$ cat config.mk
export PLATFORM = sky130hd
export DESIGN_NAME = seq_det
export DESIGN_NICKNAME = d
export VERILOG_FILES = /design/src/rtl/seq_det_pkg.sv /design/src/rtl/seq_det_cnt.sv /design/src/rtl/seq_det.sv
export SDC_FILE = /design/constraint.sdc
export NUM_CORES = 1
export LEC_CHECK = 0
export BUFFER_PORTS_ARGS = -buffer_cell sky130_fd_sc_hd__buf_4
export CAP_MARGIN = 25
export CORE_UTILIZATION = 40
export CTS_BUF_LIST = sky130_fd_sc_hd__clkbuf_8
export CTS_CLUSTER_DIAMETER = 40
export DETAILED_ROUTE_END_ITERATION = 12
export GPL_TIMING_DRIVEN = 0
export SYNTH_ARGS = -nofsm -noshare
export SYNTH_HDL_FRONTEND = slang
export SYNTH_SLANG_ARGS = --single-unit
$ cat constraint.sdc
create_clock -name clk -period 1.3 [get_ports clk]
set_input_delay 0.065 -clock clk [delete_from_list [all_inputs] [get_ports clk]]
set_output_delay 0.065 -clock clk [all_outputs]
set_load 0.03 [all_outputs]
$ cat src/rtl/seq_det_pkg.sv
// Shared types and constants for the 101010 serial pattern detector.
package seq_det_pkg;

  typedef enum logic [2:0] {
    ST_IDLE   = 3'd0,
    ST_S1     = 3'd1,
    ST_S10    = 3'd2,
    ST_S101   = 3'd3,
    ST_S1010  = 3'd4,
    ST_S10101 = 3'd5,
    ST_DET    = 3'd6
  } state_t;

  // Transmitted MSB first: PATTERN[5] is the first bit on the wire.
  localparam logic [5:0] PATTERN = 6'b101010;

endpackage

$ cat src/rtl/seq_det_cnt.sv
// Saturating up-counter of detections; holds at all-ones instead of wrapping.
module seq_det_cnt #(
  parameter int unsigned CNT_W = 8
) (
  input  logic             clk,
  input  logic             rst,
  input  logic             inc,
  output logic [CNT_W-1:0] cnt
);

  logic [CNT_W-1:0] r_cnt;

  always_ff @(posedge clk or negedge rst) begin
    if (!rst) begin
      r_cnt <= '0;
    end else if (inc && (r_cnt != '1)) begin
      r_cnt <= CNT_W'(r_cnt + 1);
    end
  end

  assign cnt = r_cnt;

endmodule

$ cat src/rtl/seq_det.sv
// Moore detector for serial pattern 101010 with a saturating detection counter.
// Define SEQ_DET_OVERLAP_EN to let a match reuse its trailing "1010" for the next one.
module seq_det
  import seq_det_pkg::*;
#(
  parameter int unsigned CNT_W = 8
) (
  input  logic             clk,
  input  logic             rst,
  input  logic             x,
  output logic             z,
  output logic [CNT_W-1:0] det_cnt
);

`ifdef SEQ_DET_OVERLAP_EN
  localparam state_t DET_ON_ONE = ST_S10101;
`else
  localparam state_t DET_ON_ONE = ST_S1;
`endif

  state_t r_state;
  state_t w_next;
  logic   w_inc;

  always_ff @(posedge clk or negedge rst) begin
    if (!rst) begin
      r_state <= ST_IDLE;
    end else begin
      r_state <= w_next;
    end
  end

  always_comb begin
    w_next = r_state;
    case (r_state)
      ST_IDLE:   w_next = x ? ST_S1     : ST_IDLE;
      ST_S1:     w_next = x ? ST_S1     : ST_S10;
      ST_S10:    w_next = x ? ST_S101   : ST_IDLE;
      ST_S101:   w_next = x ? ST_S1     : ST_S1010;
      ST_S1010:  w_next = x ? ST_S10101 : ST_IDLE;
      ST_S10101: w_next = x ? ST_S1     : ST_DET;
      ST_DET:    w_next = x ? DET_ON_ONE : ST_IDLE;
      default:   w_next = ST_IDLE;
    endcase
  end

  // DET never self-loops, so every cycle whose next state is DET is a fresh entry.
  assign w_inc = (w_next == ST_DET);
  assign z     = (r_state == ST_DET);

  seq_det_cnt #(
    .CNT_W(CNT_W)
  ) u_cnt (
    .clk (clk),
    .rst (rst),
    .inc (w_inc),
    .cnt (det_cnt)
  );

endmodule

### Word-level counts from Yosys, hierarchy flattened

Cells that the tools add are included.

* register bits after elaboration: 11
* bits of input ports: 3
* output and inout port bits: 9

* add/subtract/negate cells: 1
* eq/ne operators: 8
* muxes and demuxes: 7
* reduce and logical (&&, ||, !) cells: 3

Operators with widths (number)
* 3-bit one-hot mux with 6 select lines: 1
* 3-bit == test, second input constant: 4
* 3-bit two-way mux: 3
* 8-bit by 1-bit adder with 8-bit output, second input constant: 1
* 8-bit != test, second input constant: 1
* 3-bit by 2-bit == test with 1-bit output, second input constant: 2
* 2-bit two-way mux: 2
* 3-bit by 1-bit == test with 1-bit output, second input constant: 1
* 3-bit zero test: 1
* 2-bit OR reduction: 1
* 1-bit logical AND: 1
* 1-bit two-way mux: 1

### Logic depth before layout (Yosys ltp)

* depth after elaboration: 5
* depth in mapped cells: 4

### Modules after synthesis

From an unflattened synthesis, not the netlist that was laid out.

* cells, all modules: 49
* area total of the unflattened synthesis: 553.0 µm²

Modules (own cells, without submodules)
* seq_det_cnt: instances 1, cells an instance 34, area each 407.9 µm², sequential area each 200.2 µm²
* seq_det: instances 1, cells an instance 15, area each 145.1 µm², sequential area each 75.1 µm²

### Least setup slack after synthesis

OpenSTA, ideal clock, no wires.

* path type: register -> register
* from: register u_cnt.r_cnt[0], in the netlist u_cnt.cnt[0]
* to: register u_cnt.r_cnt[1], in the netlist u_cnt.cnt[1]
* arrival: 1.491 ns
* required time: 1.175 ns
* path slack: -0.315 ns
* stages on the path, launching flop included: 5
* buffers on the path: 0
* period minus slack after synthesis: 1.615 ns
* cells stage by stage: dfrtp_1 > ha_1 > nand3_1 > o21ai_2 > mux2_2

* word-level cells in the longest chain between the ends: 2
* elaborated cells between the ends (all ways): 3

RTL lines
* start: declaration: RTL line seq_det_cnt.sv:11 `logic [CNT_W-1:0] r_cnt;`
* start signal: assignment: RTL line seq_det_cnt.sv:17 `r_cnt <= CNT_W'(r_cnt + 1);`
* parallel branches: the longest is 2 deep, another holds 8-bit by 1-bit adder with 8-bit output

Parallel ways; which one is timed is not known.
A chain may end at the register's enable or synchronous reset.

### Worst setup path in the final report

* from: register r_state[1]
* to: register u_cnt.r_cnt[4], in the netlist u_cnt.cnt[4]

* word-level cells in the longest chain between the ends: 5
* elaborated cells between the ends (all ways): 11

RTL lines
* start: declaration: RTL line seq_det.sv:21 `state_t r_state;`
* start signal: assignment: RTL line seq_det.sv:29 `r_state <= w_next;`
* 3-bit == test or 3-bit zero test (tied branches): RTL line seq_det.sv:35 `case (r_state)`
* 2-bit OR reduction (no source line)
* 3-bit one-hot mux with 6 select lines *: RTL line seq_det.sv:35
* 3-bit == test *: RTL line seq_det.sv:48 `assign w_inc = (w_next == ST_DET);`
* 1-bit logical AND *: RTL line seq_det_cnt.sv:16 `end else if (inc && (r_cnt != '1)) begin`

Mark *: on every way between the ends. The rest lies on a longest branch, timed or not.

==> flow_summary_export.csv <==
group,metric,value,unit
yosys,synth_cells,50,
floorplanning,fp-row-count,13,
clocking,clk_latency,230,ps
clocking,tritoncts_clock_tree,"yes",
global_route,antenna_violations_before_repair,0,
sta,setup_ws,-1.76,ps
floorplanning,initial_utilization,0.428,
floorplanning,die_y,39.3,µm
layout,design.final.nets,78,
power_and_ir_drop,cellPowerDensity,1370,mW/mm²
routing,first_iter_violations,11,
clocking,numCtsBuffers,3,
clocking,clock_slew_seen_by_the_registers_of_the_worst_setup_and_hold_paths,50,ps
yosys,synth_enable_flop_cells,0,
sta,post-route-period-util,1.00,
setup_path,timing.critical_path.fanout_max,7,
yosys,synth_commonest_cells,"dfrtp_1, mux2_2, nand2b_1",
setup_path,cp-end-kind,"flip-flop",
yosys,synth_area_leader_cell,"dfrtp_1",
sta,report.final.slew_viol_count,0,
floorplanning,pin_count,12,
yosys,count_of_warnings_emitted_by_yosys,0,
sta,final_hold_viol_count,0,
clocking,clock_sink_count,11,
global_route,grt_pass1_wl,1700,µm
sta,fin_crit,1300,ps
setup_path,crit_path_arrival_time,1420,ps
layout,final.fill_count,116,
clocking,cts.path.max_buffers,2,
yosys,synth_seq_area_share,0.494,
setup_path,timing.critical_path.required,1420,ps
floorplanning,horizontal_die_dimension,39.3,µm
yosys,synth.area.top_cells,"dfrtp_1, mux2_2, xnor2_1",
routing,post_drt_via_cell_ratio,5.34,
setup_path,startpoint_type,"flip-flop",
yosys,avgSynthCellArea,11.1,µm²
floorplanning,dieArea,0.00155,mm²
power_and_ir_drop,vdd_drop_max,0.00120,V
layout,n_antenna_cell,0,
run_status,failing_checks,"negative setup slack",
layout,share_of_final_layout_standard_cells_stronger_than_drive_strength_1,0.521,
yosys,yosysUniqueCellTypes,21,
routing,number_of_vias_in_the_routed_layout,470,
place,detailedPlacementHpwl,720,µm
sta,grt_setup_unrepaired,"true",
sta,fmaxAchievable,768,MHz
clocking,clk_root_buffer_cell,"clkbuf_8",
place,gp_routability_congestion,0.642,
sta,max_slew.worst_pin.slew,206,ps
yosys,net_count_of_the_mapped_netlist,54,
global_route,grt_overflow_total,0,
yosys,synthMostInstantiatedCell,"dfrtp_1",
sta,max-slew-margin-rel,0.862,
power_and_ir_drop,power.static_leakage,0.000368,µW
sta,fin_worst_hold_slack,94.1,ps
yosys,synth.cell_area,557,µm²
layout,layout.core_utilization,0.631,
hold_path,min-delay-path-class,"in -> reg",
setup_path,timing.setup.critical_path_class,"reg -> reg",
yosys,ys_async_sr_fraction,1.00,
global_route,grt_max_degree,12,
routing,wirelength,1150,µm
routing,detail_route.drc_violations,0,
place,port_buffers,11,
yosys,ys_ff_latch,11,
routing,final_antenna_net_count,0,
global_route,grt_resource_usage_total,0.163,
yosys,synth-main-ff-cell,"dfrtp_1",
run_status,status,"finished with violations",
clocking,cts_h_tree_depth,1,
sta,timing.final.setup_violations,1,
job,max-cap-violations,0,
routing,routedWlPerCell,13.0,µm
layout,area_growth,47.4,%
routing,drt_first_pass_iters,4,
global_route,grt_pass1_vias,381,
yosys,synth_top_area_share,0.494,
floorplanning,fp.coreArea,0.00130,mm²
sta,fin_worst_skew,3.11,ps
state kept, by name, summed over array words and instances, names as in the netlist:
register   cells
u_cnt.cnt      8
r_state        3
final cells by class:
cell class / instances / area, µm² / area share
sequential: 11 / 283 / 0.345
tap: 15 / 18.8 / 0.0229
inverter: 2 / 7.51 / 0.00915
multi-input combinational: 37 / 322 / 0.392
timing repair buffer: 19 / 145 / 0.177
clock buffer: 3 / 41.3 / 0.0503
clock inverter: 1 / 3.75 / 0.00457
per-stage QoR:
step | area, µm² | TNS (ps) | cells | power, µW | setup slack, ps
floorplan | 601 | -84.3 | 50 | 635 | -84.3
global placement | 702 | -64.4 | 76 | 728 | -41.8
detailed placement | 702 | -83.7 | 76 | 733 | -47.3
CTS | 779 | -26.0 | 84 | 1120 | -26.0
global route | 821 | -74.1 | 88 | 1190 | -36.2
finish | 821 | -1.76 | 88 | 1130 | -1.76
cells by family after synthesis:
| kind of cell | count (synthesis) | synth area share |
|---|---|---|
| AO/OA/AOI/OAI | 7 | 0.0854 |
| AND/OR/NAND/NOR | 21 | 0.236 |
| adder cells (fa/ha/maj) | 1 | 0.0225 |
| XOR/XNOR | 3 | 0.0472 |
| buffers and inverters | 2 | 0.0135 |
| multiplexers | 5 | 0.101 |
| flip-flops | 11 | 0.494 |
power by group:
part / internal [µW] / switching [µW] / total [µW]
logic: 190 / 176 / 366
clock network: 207 / 120 / 327
registers: 390 / 43.2 / 433
total: 787 / 340 / 1130
routing by layer:
metal  track usage  part of all wire  vias to the layer above
li1              -                 -                      228
met1         0.236              0.48                      224
met2         0.242              0.46                       16
met3        0.0341             0.052                        2
met4        0.0517             0.014                        0
met5             0                 0                        -
worst max-delay path: stages (launching register included):
cell      delay (ps)
dfrtp_1          380
and4bb_4         380
nand4_1          120
mux2_4           310
layout by cell type (no fill, tap or decap), types with 2 or more instances in the layout:
cell / netlist / layout
mux2_4: 0 / 2
clkbuf_8: 0 / 3
inv_1: 2 / 3
o211ai_1: 2 / 2
dfrtp_2: 0 / 6
nand2b_1: 4 / 4
mux2_2: 4 / 3
nand4_1: 3 / 3
and3_1: 2 / 2
buf_4: 0 / 18
xnor2_1: 3 / 3
o22ai_1: 2 / 2
nand2_1: 3 / 3
dfrtp_1: 11 / 5
what timing repair did:
item,4_1_cts,5_1_grt
resized for setup,0,3
setup buffers,3,4
pin swaps,2,5
hold buffers,1,0
endpoints found under the hold margin,11,0
endpoints found under the setup margin,3,4
final timing paths:
kind                       slack (ps)        from      endpoint  depth (start not counted)
hold / removal                     90           x    r_state[0]                          3
hold reg to reg                   530  r_state[2]    r_state[0]                          1
setup reg to reg                   -2  r_state[1]  u_cnt.cnt[4]                          3
setup / recovery                   -2  r_state[1]  u_cnt.cnt[4]                          3
max in group asynchronous         930         rst  u_cnt.cnt[1]                          2
min in group asynchronous         200         rst    r_state[0]                          2
(Power assumes the default switching activity.)
